[config.mk]
export PLATFORM = sky130hd
export DESIGN_NAME = shift_arbiter
export DESIGN_NICKNAME = d
export VERILOG_FILES = /design/src/rtl/shift_arbiter.sv
export SDC_FILE = /design/constraint.sdc
export NUM_CORES = 1
export LEC_CHECK = 0
export ABC_AREA = 1
export CAP_MARGIN = 20
export CORE_AREA = 2 2 73 75
export CTS_BUF_LIST = sky130_fd_sc_hd__clkbuf_4
export CTS_CLUSTER_DIAMETER = 40
export DETAILED_ROUTE_END_ITERATION = 16
export DIE_AREA = 0 0 75 77
export PLACE_DENSITY = 0.77
export RECOVER_POWER = 25
export SLEW_MARGIN = 40
export SYNTH_ARGS = -nofsm -noshare
export SYNTH_HDL_FRONTEND = slang
export SYNTH_SLANG_ARGS = --single-unit
[constraint.sdc]
create_clock -name clk -period 2.82 [get_ports clk]
set_clock_uncertainty 0.15 [all_clocks]
set_input_delay 0.282 -clock clk [delete_from_list [all_inputs] [get_ports clk]]
set_output_delay 0.282 -clock clk [all_outputs]
set_load 0.05 [all_outputs]
[src/rtl/shift_arbiter.sv]
// shift_arbiter: round-robin arbiter for two requesters sharing an iterative 16-bit shifter.
// Each command carries an operand and a 5-bit signed shift amount. A non-negative amount
// shifts left and a negative amount shifts logical right. The shift is applied at most STEP
// bits per cycle. The result is returned on a valid/ready port, tagged with the requester id.
//
// Ports:
//   clk, rst_n                  clock, asynchronous active-low reset
//   req{0,1}_valid/_ready       command handshake per requester
//   req{0,1}_data[15:0]         operand
//   req{0,1}_imm[4:0]           signed shift amount (two's complement)
//   rsp_valid/rsp_ready         result handshake
//   rsp_data[15:0], rsp_id      result and originating requester
//   busy                        high while shifting or holding a result
module shift_arbiter #(
  parameter int unsigned STEP = 1  // 1, 2, 4, 8 or 16
) (
  input  logic        clk,
  input  logic        rst_n,
  input  logic        req0_valid,
  output logic        req0_ready,
  input  logic [15:0] req0_data,
  input  logic [4:0]  req0_imm,
  input  logic        req1_valid,
  output logic        req1_ready,
  input  logic [15:0] req1_data,
  input  logic [4:0]  req1_imm,
  output logic        rsp_valid,
  input  logic        rsp_ready,
  output logic [15:0] rsp_data,
  output logic        rsp_id,
  output logic        busy
);

  typedef enum logic [1:0] {StIdle, StShift, StResp} state_e;

  localparam logic [4:0] StepAmt = 5'(STEP);

  state_e      state_q, state_d;
  logic [15:0] acc_q, acc_d;
  logic [4:0]  rem_q, rem_d;   // remaining magnitude, 0..16
  logic        dir_q, dir_d;   // 1 = right
  logic        id_q, id_d;
  logic        last_q, last_d; // last granted requester

  logic [4:0]  k;
  logic [4:0]  sel_imm;
  logic [15:0] sel_data;

  always_comb begin
    state_d    = state_q;
    acc_d      = acc_q;
    rem_d      = rem_q;
    dir_d      = dir_q;
    id_d       = id_q;
    last_d     = last_q;
    req0_ready = 1'b0;
    req1_ready = 1'b0;
    sel_imm    = req0_imm;
    sel_data   = req0_data;
    // k never exceeds rem, so rem cannot underflow.
    k          = (rem_q < StepAmt) ? rem_q : StepAmt;

    unique case (state_q)
      StIdle: begin
        // Ties go to the requester that was not granted last.
        req0_ready = req0_valid & (~req1_valid | last_q);
        req1_ready = req1_valid & (~req0_valid | ~last_q);
        if (req1_ready) begin
          sel_imm  = req1_imm;
          sel_data = req1_data;
        end
        if (req0_ready || req1_ready) begin
          acc_d  = sel_data;
          dir_d  = sel_imm[4];
          // Negation of 5'b10000 stays 5'b10000, which is the wanted magnitude 16.
          rem_d  = sel_imm[4] ? (~sel_imm + 5'd1) : sel_imm;
          id_d   = req1_ready;
          last_d = req1_ready;
          state_d = (rem_d != 5'd0) ? StShift : StResp;
        end
      end
      StShift: begin
        acc_d = dir_q ? (acc_q >> k) : (acc_q << k);
        rem_d = rem_q - k;
        if (rem_q == k) begin
          state_d = StResp;
        end
      end
      StResp: begin
        if (rsp_ready) begin
          state_d = StIdle;
        end
      end
      default: begin
        state_d = StIdle;
      end
    endcase
  end

  always_ff @(posedge clk or negedge rst_n) begin
    if (!rst_n) begin
      state_q <= StIdle;
      acc_q   <= 16'h0000;
      rem_q   <= 5'd0;
      dir_q   <= 1'b0;
      id_q    <= 1'b0;
      last_q  <= 1'b1;
    end else begin
      state_q <= state_d;
      acc_q   <= acc_d;
      rem_q   <= rem_d;
      dir_q   <= dir_d;
      id_q    <= id_d;
      last_q  <= last_d;
    end
  end

  assign rsp_valid = (state_q == StResp);
  assign rsp_data  = acc_q;
  assign rsp_id    = id_q;
  assign busy      = (state_q != StIdle);

endmodule

Word level (Yosys, flattened, before mapping)
Index checks and enable logic that the tools add are counted.

Output and inout bits: 21. Register bits: 26. Input port bits: 47.

Mux-type cells: 17. $add $sub $neg: 2. $lt $le $gt $ge: 1. Bitwise logic cells: 8. Reductions and logical operators: 8. Shift operators: 2. Eq/ne operators: 6.

Operators by type and width (number): 16-bit 2-to-1 mux (3); 16-bit case mux with 2 select lines (1); 5-bit 2-to-1 mux (5); 16-bit by 5-bit << shifter with 16-bit output (1); 16-bit by 5-bit right shift with 16-bit output (1); 5-bit case mux with 2 select lines (1); 2-bit 2-to-1 mux (4); 2-bit case mux with 3 select lines (1); 5-bit by 1-bit adder with 5-bit output (second input constant) (1); 5-bit == test (1); 5-bit by 1-bit < comparator with 1-bit output (second input constant) (1); 5-bit NOT (1); 5-bit nonzero test (1); 5-bit subtractor (1); 2-bit inequality test (second input constant) (2); 2-bit AND reduction (2); 2-bit nonzero test (2); 1-bit NOT (3); 3-bit AND reduction (1); 1-bit AND (2); 2-bit by 1-bit == test with 1-bit output (second input constant) (1); 2-bit == test (second input constant) (1); 2-bit zero test (1); 1-bit 2-to-1 mux (2); other kinds (3) (4).

Logic depth before layout (Yosys ltp)
Gate-level depths: netlist (run 1).

Word-level depth: 12. Gate-level depth with buffers: 14. Mapped depth without buffers: 13.

Worst setup path before layout (run 1)
Ideal clock, no wire load.

Path type: flip-flop to output port. From: reg state_q[0]. To: out req0_ready. Stages on the path, launching flop included: 4. Buffers on the path: 0. Slack: 444 ps. Arrival time: 1944 ps. Path through: dfrtp_1 -> inv_2 -> nand2_2 -> a211oi_1.

Cells in the longest elaborated chain, start to end: 2.

Ends and longest elaborated chain: from (decl) (line 38) `state_e state_q, state_d;`; from (signal assigned) (line 102) `state_q <= StIdle;`; from (signal assigned) (line 109) `state_q <= state_d;`; 2-bit zero test (line 63) `unique case (state_q)`; 1-bit 2-to-1 mux (line 63); to (decl) (line 20) `output logic req0_ready,`.

No other way between the ends.

Worst setup path in the final report (run 1)
Ends and elaborated chain as after synthesis.

==> results of run 1 <==
[metrics by stage]
stage | util | area, um2 | hold WS (ns)
2_1_floorplan | - | 1940 | -0.164
3_3_place_gp | 0.530 | 2640 | 0.323
6_report | 0.535 | 2660 | 0.344
3_5_place_dp | 0.530 | 2640 | 0.315
5_1_grt | 0.535 | 2660 | 0.397
4_1_cts | 0.536 | 2670 | 0.135
[power by group]
part           internal, uW  total (uW)  switching (uW)
Clock                  65.3         181             115
Combinational           725        2140            1410
Sequential              573         783             210
Total                  1360        3100            1740
[sequential cells by signal, indices dropped and copies added, names as in the netlist]
name,count
rsp_id,1
last_q,1
rsp_data,16
rem_q,5
dir_q,1
state_q,2
[layout by cell type (no fill, tap or decap)]
cell type	n
clkdlybuf4s50_1	65
o32ai_1	8
dfrtp_1	25
nor2_1	26
a22oi_1	1
clkbuf_1	1
dlygate4sd3_1	1
nand2_1	67
a21oi_1	13
inv_2	4
dfstp_2	1
a211oi_1	1
nor3_1	3
ha_1	2
clkbuf_4	4
xor2_1	1
buf_4	3
nand2_2	5
o21ai_0	37
nor2_2	1
o22ai_1	4
nand3b_1	3
a21oi_4	1
a31oi_1	2
nand3_1	14
o21ai_1	12
o2bb2ai_1	4
nor2_4	1
nand3_2	1
inv_1	42
[tightest hold or removal path: stages, from the launching register on]
cell and delay [ns]:
dfrtp_1 0.37, nand2_1 0.05, nand2_1 0.05
[layer usage]
metal	share of wire	routed length [um]
met3	0.061	332
met4	0.0071	39
met1	0.46	2490
met2	0.48	2600
met5	0	0
[worst max-delay path by stage]
| stage | endpoint | slack, ns | cells after the start |
|---|---|---|---|
| finish | req0_ready | 0.33 | 4 |
| global route | req0_ready | 0.18 | 4 |
| CTS | req0_ready | 0.32 | 4 |
| detailed placement | req0_ready | 0.45 | 3 |
| global placement | req0_ready | 0.45 | 3 |
| floorplan | req0_ready | 0.44 | 3 |
[cell type report]
| class | instances | share of cell area |
|---|---|---|
| multi-input combinational | 207 | 0.388 |
| timing repair buffer | 70 | 0.258 |
| sequential | 26 | 0.245 |
| inverter | 46 | 0.0648 |
| tap | 70 | 0.0329 |
| clock buffer | 4 | 0.0113 |
[kinds of logic after synthesis]
logic type,count (synthesis),share of synthesized area
compound gates,83,0.249
xor+xnor,1,0.00451
fa+ha+maj,2,0.0129
buf+inv,59,0.132
flops,26,0.336
simple gates,121,0.265
==> impl_metrics.py, run 1 <==
metrics = {
    "floorplan": {
        "dieArea_um2": 5780,
        "io_pins": 68,
        "start_util": 0.390,
        "rows": 26,
        "core_um2": 4980,
        "die_x_um": 75,
        "fp.dieH_um": 77,
    },
    "place": {
        "dpl.cell_count": 419,
        "portBuffers": 67,
        "dp_slack_ns": 0.452,
        "hpwl_um": 4050,
        "routabilityCongestion": 0.878,
    },
    "min_path": {
        "hold_class": "register to register",
        "holdCritStartpoint": "rsp_id",
        "holdPathStages": 2,
        "hold_end": "rsp_id",
    },
    "synth": {
        "synth.cell_area_um2": 1940,
        "ys_types": 29,
        "synthFlopType": "dfrtp_1",
        "synth-edff-count": 0,
        "synth_top_cells_by_count": "nand2_1 (67), inv_1 (42), o21ai_0 (37)",
        "async_reset_ff_frac": 1.00,
        "synth_top_area_cell": "dfrtp_1",
        "syn_area_per_cell_um2": 6.65,
        "synth_most_common_cell": "nand2_1",
        "ys_seq_area_frac": 0.336,
        "synth_top_area_frac": 0.322,
        "synthCells": 292,
        "yosys_warnings": 0,
        "synthTopCellsByArea": "dfrtp_1 (32%), nand2_1 (13%), o21ai_0 (9.5%)",
        "syn_nets": 341,
        "synth_seq_cells": 26,
    },
    "timing": {
        "worst_pin_slew_ns": 1.44,
        "min_period_over_period": 0.882,
        "max_freq_mhz": 402,
        "relSlewSlack": 0.0402,
        "slew_violations": 0,
        "hold_viol": 0,
        "layout_min_cycle_time_ns": 2.49,
        "finalSetupViolations": 0,
        "worst_slack_ns": 0.333,
        "fin_tns_setup_ns": 0,
        "rsz0062_at_grt": "no",
    },
    "pwr": {
        "power_density_nw_per_um2": 1160,
        "p_total_uw": 3100,
        "leakagePower_uw": 0.00122,
        "ir_drop_mv": 0.894,
    },
    "global_routing": {
        "grt_pass1_wl_um": 8980,
        "grt_pass1_vias": 1905,
        "antenna_found_initial": 0,
        "grt_max_degree": 27,
        "grt.busiest_layer": "met2",
        "grt_use_met2": 0.303,
        "grt_use_met3": 0.0329,
        "grtUsageMet1": 0.281,
        "grt_overflow_total": 0,
        "grt_use_total": 0.195,
    },
    "finish": {
        "multi_input_area_um2": 1030,
        "final_cells": 423,
        "fin_nets": 403,
        "layout-drive-gt1-share": 0.0595,
        "fill_cells": 494,
        "area_growth_pct": 37.1,
        "n_antenna_cell": 0,
        "ff_latch_area_um2": 652,
    },
    "worst_setup_path": {
        "crit_path_max_fanout": 5,
        "crit_buf_inv": 2,
        "crit_type": "register to primary output",
        "worst_setup_path_end_kind": "primary output",
        "rrSetupSlack_ns": 0.75,
        "reg2reg_depth": 11,
        "cp_top_family": "buffers and inverters",
        "critPathArrivalTime_ns": 2.06,
        "slowest_stage": "clkdlybuf4s50_1",
        "crit_required_ns": 2.39,
        "r2r_end": "rem_q[4]",
        "path_cells": "inv_2, nand2_2, a211oi_1, clkdlybuf4s50_1",
        "startpoint": "state_q[0]",
        "crit-reg2reg-launch": "rem_q[2]",
        "cpPeakStageDelay_ns": 0.85,
        "startpoint_type": "register",
    },
    "drt": {
        "drt-wirelength-per-cell_um": 12.9,
        "viasPerCell": 5.01,
        "drc": 0,
        "via_count": 2119,
        "drtIter0Drc": 128,
        "ant_nets": 0,
        "routed_wl_um": 5470,
        "drt_first_pass_iters": 4,
    },
    "clock_network": {
        "clock_latency_ns": 0.34,
        "cts_setup_buffers": 0,
        "cts_tree": "yes",
        "clockBufferDepth": 2,
        "cts_made_buffers": 3,
        "clkSlewWorstSetupHoldPaths_ns": 0.13,
        "clock-sinks": 26,
        "cts_hold_buf": 0,
        "cts-root-buf": "clkbuf_4",
        "htree_levels": 1,
        "cts-resized-gates": 0,
    },
    "status": {
        "status": "complete, no violations",
    },
    "run": {
        "maxCapViolations": 0,
    },
}
Power figures use the tool's default switching activity.
==> inputs of run 2 (changes only) <==
--- a/config.mk
+++ b/config.mk
@@ -7,12 +7,12 @@
 export LEC_CHECK = 0
 export ABC_AREA = 1
 export CAP_MARGIN = 20
-export CORE_AREA = 2 2 73 75
+export CORE_AREA = 4 4 75 77
 export CTS_BUF_LIST = sky130_fd_sc_hd__clkbuf_4
 export CTS_CLUSTER_DIAMETER = 40
 export DETAILED_ROUTE_END_ITERATION = 16
-export DIE_AREA = 0 0 75 77
-export PLACE_DENSITY = 0.77
+export DIE_AREA = 0 0 79 81
+export PLACE_DENSITY = 0.71
 export RECOVER_POWER = 25
 export SLEW_MARGIN = 40
 export SYNTH_ARGS = -nofsm -noshare
==> run 2 against run 1 <==
Effect of this change: clock power rose by 44%; flip-flop and latch count stayed put; first-iteration DRC count increased by 44%; cell count unchanged; critical path depth unchanged; non-clock buffer count stayed put; design area increased by 0.85%; global-route usage fell by 1.4 points; register-to-register slack worse by 0.03 ns; core utilization increased by 0.10 points; wire length up 4.1%.
==> impl_metrics.py, run 2 (synthesized netlist as in run 1, its figures left out) <==
metrics = {
    "status": {
        "status": "complete, no violations",
    },
    "timing": {
        "layout_min_cycle_time_ns": 2.46,
        "slew_violations": 0,
        "relSlewSlack": 0.0348,
        "rsz0062_at_grt": "no",
        "hold_viol": 0,
        "fin_tns_setup_ns": 0,
        "finalSetupViolations": 0,
        "max_freq_mhz": 407,
        "worst_pin_slew_ns": 1.45,
        "min_period_over_period": 0.871,
    },
    "pwr": {
        "power_density_nw_per_um2": 1180,
        "leakagePower_uw": 0.00123,
        "swShare": 0.546,
        "ir_drop_mv": 0.385,
        "p_int_uw": 1440,
        "power_frac_seq": 0.248,
        "power.share.clock": 0.082,
        "comb_power_share": 0.670,
        "power.switching_uw": 1730,
    },
    "clock_network": {
        "cts_tree": "yes",
        "htree_levels": 1,
        "clock-sinks": 26,
        "cts_setup_buffers": 0,
        "clock_latency_ns": 0.32,
        "cts-resized-gates": 0,
        "cts_hold_buf": 0,
        "clkSlewWorstSetupHoldPaths_ns": 0.15,
        "clockBufferDepth": 2,
        "cts-root-buf": "clkbuf_4",
        "cts_made_buffers": 3,
    },
    "drt": {
        "viasPerCell": 5.12,
        "drt-wirelength-per-cell_um": 13.4,
        "ant_nets": 0,
        "drtIter0Drc": 184,
        "drc": 0,
        "drt_first_pass_iters": 4,
        "via_count": 2167,
        "routed_wl_um": 5690,
    },
    "worst_setup_path": {
        "endpoint": "req0_ready",
        "worst_setup_path_end_kind": "primary output",
        "crit_path_max_fanout": 5,
        "r2r_end": "rsp_data[3]",
        "crit-reg2reg-launch": "last_q",
        "reg2reg_depth": 8,
        "startpoint": "state_q[0]",
        "critPathArrivalTime_ns": 2.02,
        "crit_required_ns": 2.39,
        "startpoint_type": "register",
        "crit_type": "register to primary output",
        "rrSetupSlack_ns": 0.72,
    },
    "run": {
        "maxCapViolations": 0,
    },
    "finish": {
        "layout_common_cells": "nand2_1 (67), clkdlybuf4s50_1 (65), inv_1 (42)",
        "layout_commonest_cell": "nand2_1",
        "n_antenna_cell": 0,
        "fin_nets": 403,
        "fill_cells": 536,
        "area_growth_pct": 38.3,
        "fin_util": 0.536,
        "largest_reg_flops": 16,
        "layout-drive-gt1-share": 0.0595,
    },
    "global_routing": {
        "grt_overflow_total": 0,
        "grt_use_total": 0.181,
        "grt_pass1_wl_um": 9530,
        "grt_max_degree": 27,
        "antenna_found_initial": 0,
        "grt_pass1_vias": 2094,
    },
    "floorplan": {
        "dieArea_um2": 6400,
        "start_util": 0.388,
        "fp.dieH_um": 81,
        "core_um2": 5010,
        "die_x_um": 79,
        "rows": 26,
        "io_pins": 68,
    },
    "min_path": {
        "hold_class": "register to register",
    },
    "place": {
        "hpwl_um": 4210,
        "routabilityCongestion": 0.842,
        "portBuffers": 67,
    },
}
==> run 2: cell count changes in the layout (fill, tap and decap cells not counted) <==
cell,before,now
bufinv_16,0,1
clkbuf_4,4,3
==> run 2: stage by stage <==
stage          instance area, um2  total power [uW]  hold slack (ns)  setup slack (ns)  cells
2_1_floorplan                1940              2320           -0.164             0.444    292
3_3_place_gp                 2640              2880            0.311             0.434    419
3_5_place_dp                 2640              2920            0.313             0.428    419
4_1_cts                      2690              3190            0.166             0.342    423
5_1_grt                      2690              3450            0.386             0.266    423
6_report                     2690              3180            0.344             0.364    423
==> run 2: worst min path at each step <==
stage	cells after the start	end	from
after CTS	2	rsp_data[0]	rst_n
after detailed placement	2	rsp_id	rsp_id
final	2	rsp_id	rsp_id
after global placement	2	rsp_id	rsp_id
after floorplan	0	dir_q	rst_n
after global routing	2	rsp_id	rsp_id
==> run 2: power by group through the flow <==
stage	Clock, uW	Combinational, uW	Sequential (uW)
2_1_floorplan	0	1170	1140
3_3_place_gp	0	2090	793
3_5_place_dp	0	2130	792
4_1_cts	268	2140	784
5_1_grt	282	2350	819
6_report	261	2130	786
==> run 2: area by class of cell <==
type / count / area (um2) / area share
Multi-Input combinational cell: 207 / 1030 / 0.385
Timing Repair Buffer: 70 / 687 / 0.256
Sequential cell: 26 / 652 / 0.243
Inverter: 46 / 173 / 0.0643
Tap cell: 70 / 87.6 / 0.0326
Clock inverter: 1 / 30.0 / 0.0112
Clock buffer: 3 / 22.5 / 0.00839
==> run 2: worst max-delay path, stage by stage (launching register included) <==
cell and delay (ns):
dfrtp_1 0.49, inv_2 0.11, nand2_2 0.08, a211oi_1 0.18, clkdlybuf4s50_1 0.83
==> run 2: per-layer routing <==
metal	vias to the layer above	global-route usage	wire length, um
met3	6	0.0322	447
met1	994	0.234	2540
li1	1079	-	-
met4	0	0.0464	50
met2	88	0.314	2660
met5	-	0	0
==> inputs of run 3 (changes only) <==
--- a/config.mk
+++ b/config.mk
@@ -7,12 +7,14 @@
 export LEC_CHECK = 0
 export ABC_AREA = 1
 export CAP_MARGIN = 20
-export CORE_AREA = 4 4 75 77
+export CELL_PAD_IN_SITES_DETAIL_PLACEMENT = 0
+export CELL_PAD_IN_SITES_GLOBAL_PLACEMENT = 1
+export CORE_AREA = 2 2 81 83
 export CTS_BUF_LIST = sky130_fd_sc_hd__clkbuf_4
 export CTS_CLUSTER_DIAMETER = 40
 export DETAILED_ROUTE_END_ITERATION = 16
-export DIE_AREA = 0 0 79 81
-export PLACE_DENSITY = 0.71
+export DIE_AREA = 0 0 83 85
+export PLACE_DENSITY_LB_ADDON = 0.1
 export RECOVER_POWER = 25
 export SLEW_MARGIN = 40
 export SYNTH_ARGS = -nofsm -noshare
==> run 3 against run 2 <==
Effect of this change: largest cell class unchanged; cell count up 1.9%; setup slack worse by 0.018 ns; count of clock-buffer cells in the layout unchanged; wire length up 9.3%; die area up 10%; sequential power up 0.9%; flip-flop and latch count unchanged; sequential share of layout area up 0.091 points; combinational power up 2%.
==> impl_metrics.py, run 3 (synthesized netlist as in run 1, its figures left out) <==
metrics = {
    "finish": {
        "n_antenna_cell": 0,
        "fin_util": 0.431,
        "final_cells": 431,
        "layout_common_cells": "nand2_1 (67), clkdlybuf4s50_1 (65), inv_1 (42)",
        "fin_nets": 404,
        "fill_cells": 664,
        "layout-drive-gt1-share": 0.0593,
        "largest_reg_flops": 16,
        "area_growth_pct": 37.8,
        "layout_commonest_cell": "nand2_1",
    },
    "run": {
        "maxCapViolations": 0,
    },
    "global_routing": {
        "grt_use_met3": 0.0340,
        "grt_use_total": 0.181,
        "grt_pass1_wl_um": 10500,
        "grt_overflow_total": 0,
        "antenna_found_initial": 0,
        "grt_max_degree": 27,
        "grt.busiest_layer": "met2",
        "grt_use_met2": 0.306,
        "grtUsageMet1": 0.244,
        "grt_pass1_vias": 2115,
    },
    "floorplan": {
        "rows": 29,
        "core_um2": 6200,
        "start_util": 0.313,
        "io_pins": 68,
        "fp.dieH_um": 85,
        "dieArea_um2": 7060,
        "die_x_um": 83,
    },
    "drt": {
        "ant_nets": 0,
        "drc": 0,
        "routed_wl_um": 6220,
        "drt-wirelength-per-cell_um": 14.4,
        "drtIter0Drc": 115,
        "via_count": 2123,
        "viasPerCell": 4.93,
        "drt_first_pass_iters": 4,
    },
    "pwr": {
        "ir_drop_mv": 0.507,
        "power.share.clock": 0.054,
        "power.switching_uw": 1780,
        "p_total_uw": 3140,
        "p_int_uw": 1360,
        "swShare": 0.566,
        "comb_power_share": 0.693,
        "power_density_nw_per_um2": 1170,
        "leakagePower_uw": 0.00122,
        "power_frac_seq": 0.253,
    },
    "timing": {
        "whs_ns": 0.372,
        "relSlewSlack": 0.0386,
        "hold_viol": 0,
        "max_freq_mhz": 404,
        "layout_min_cycle_time_ns": 2.47,
        "worst_pin_slew_ns": 1.44,
        "finalSetupViolations": 0,
        "min_period_over_period": 0.877,
        "rsz0062_at_grt": "no",
        "slew_violations": 0,
        "fin_tns_setup_ns": 0,
    },
    "worst_setup_path": {
        "critPathArrivalTime_ns": 2.04,
        "crit_type": "register to primary output",
        "crit_required_ns": 2.39,
        "startpoint_type": "register",
        "crit_path_max_fanout": 5,
        "worst_setup_path_end_kind": "primary output",
    },
    "clock_network": {
        "htree_levels": 1,
        "cts_setup_buffers": 0,
        "cts_tree": "yes",
        "cts-resized-gates": 0,
        "clock-sinks": 26,
        "cts-root-buf": "clkbuf_4",
        "clockBufferDepth": 2,
        "cts_made_buffers": 3,
        "cts_hold_buf": 0,
        "clock_latency_ns": 0.33,
        "clkSlewWorstSetupHoldPaths_ns": 0.15,
    },
    "place": {
        "dpl.cell_count": 427,
        "routabilityCongestion": 0.839,
        "hpwl_um": 4470,
        "portBuffers": 67,
    },
    "status": {
        "status": "complete, no violations",
    },
    "min_path": {
        "hold_class": "register to register",
    },
}
run 3: layout make-up:
type	instances	area, um2	share of cell area
clock buffers	3	22.5	0.00842
well taps	77	96.3	0.0360
repair buffers	71	694	0.260
multi-input cells	207	1030	0.386
inverters	46	173	0.0645
clock inverters	1	3.75	0.00140
flip-flops and latches	26	652	0.244
run 3: power groups by stage:
stage / Sequential (uW) / Clock (uW) / Combinational [uW]
2_1_floorplan: 1140 / 0 / 1170
3_3_place_gp: 802 / 0 / 2170
3_5_place_dp: 801 / 0 / 2180
4_1_cts: 794 / 177 / 2190
5_1_grt: 828 / 190 / 2420
6_report: 793 / 170 / 2170
run 3: path summary, 6_finish.rpt:
kind                             from           to  slack [ns]  cells after the start
max                        state_q[0]   req0_ready        0.35                      4
min                            rsp_id       rsp_id        0.37                      2
max reg2reg                  rem_q[2]     rem_q[4]        0.74                     11
min reg2reg                    rsp_id       rsp_id        0.37                      2
max in group asynchronous       rst_n     rem_q[2]        1.04                      2
min in group asynchronous       rst_n  rsp_data[3]        0.65                      2
run 3: critical path, stage by stage, from the launching register on:
cell and delay (ns):
dfrtp_1 0.50, inv_2 0.11, nand2_2 0.09, a211oi_1 0.18
clkdlybuf4s50_1 0.83
run 3: layer usage:
layer | wire length [um] | vias up | share of wire
li1 | - | 1080 | -
met1 | 2950 | 973 | 0.47
met2 | 2900 | 66 | 0.47
met3 | 305 | 4 | 0.049
met4 | 63 | 0 | 0.010
met5 | 0 | - | 0
run 3: stage by stage:
stage	cell area (um2)	setup slack, ns
2_1_floorplan	1940	0.444
3_3_place_gp	2650	0.450
3_5_place_dp	2650	0.425
4_1_cts	2680	0.314
5_1_grt	2680	0.235
6_report	2680	0.346
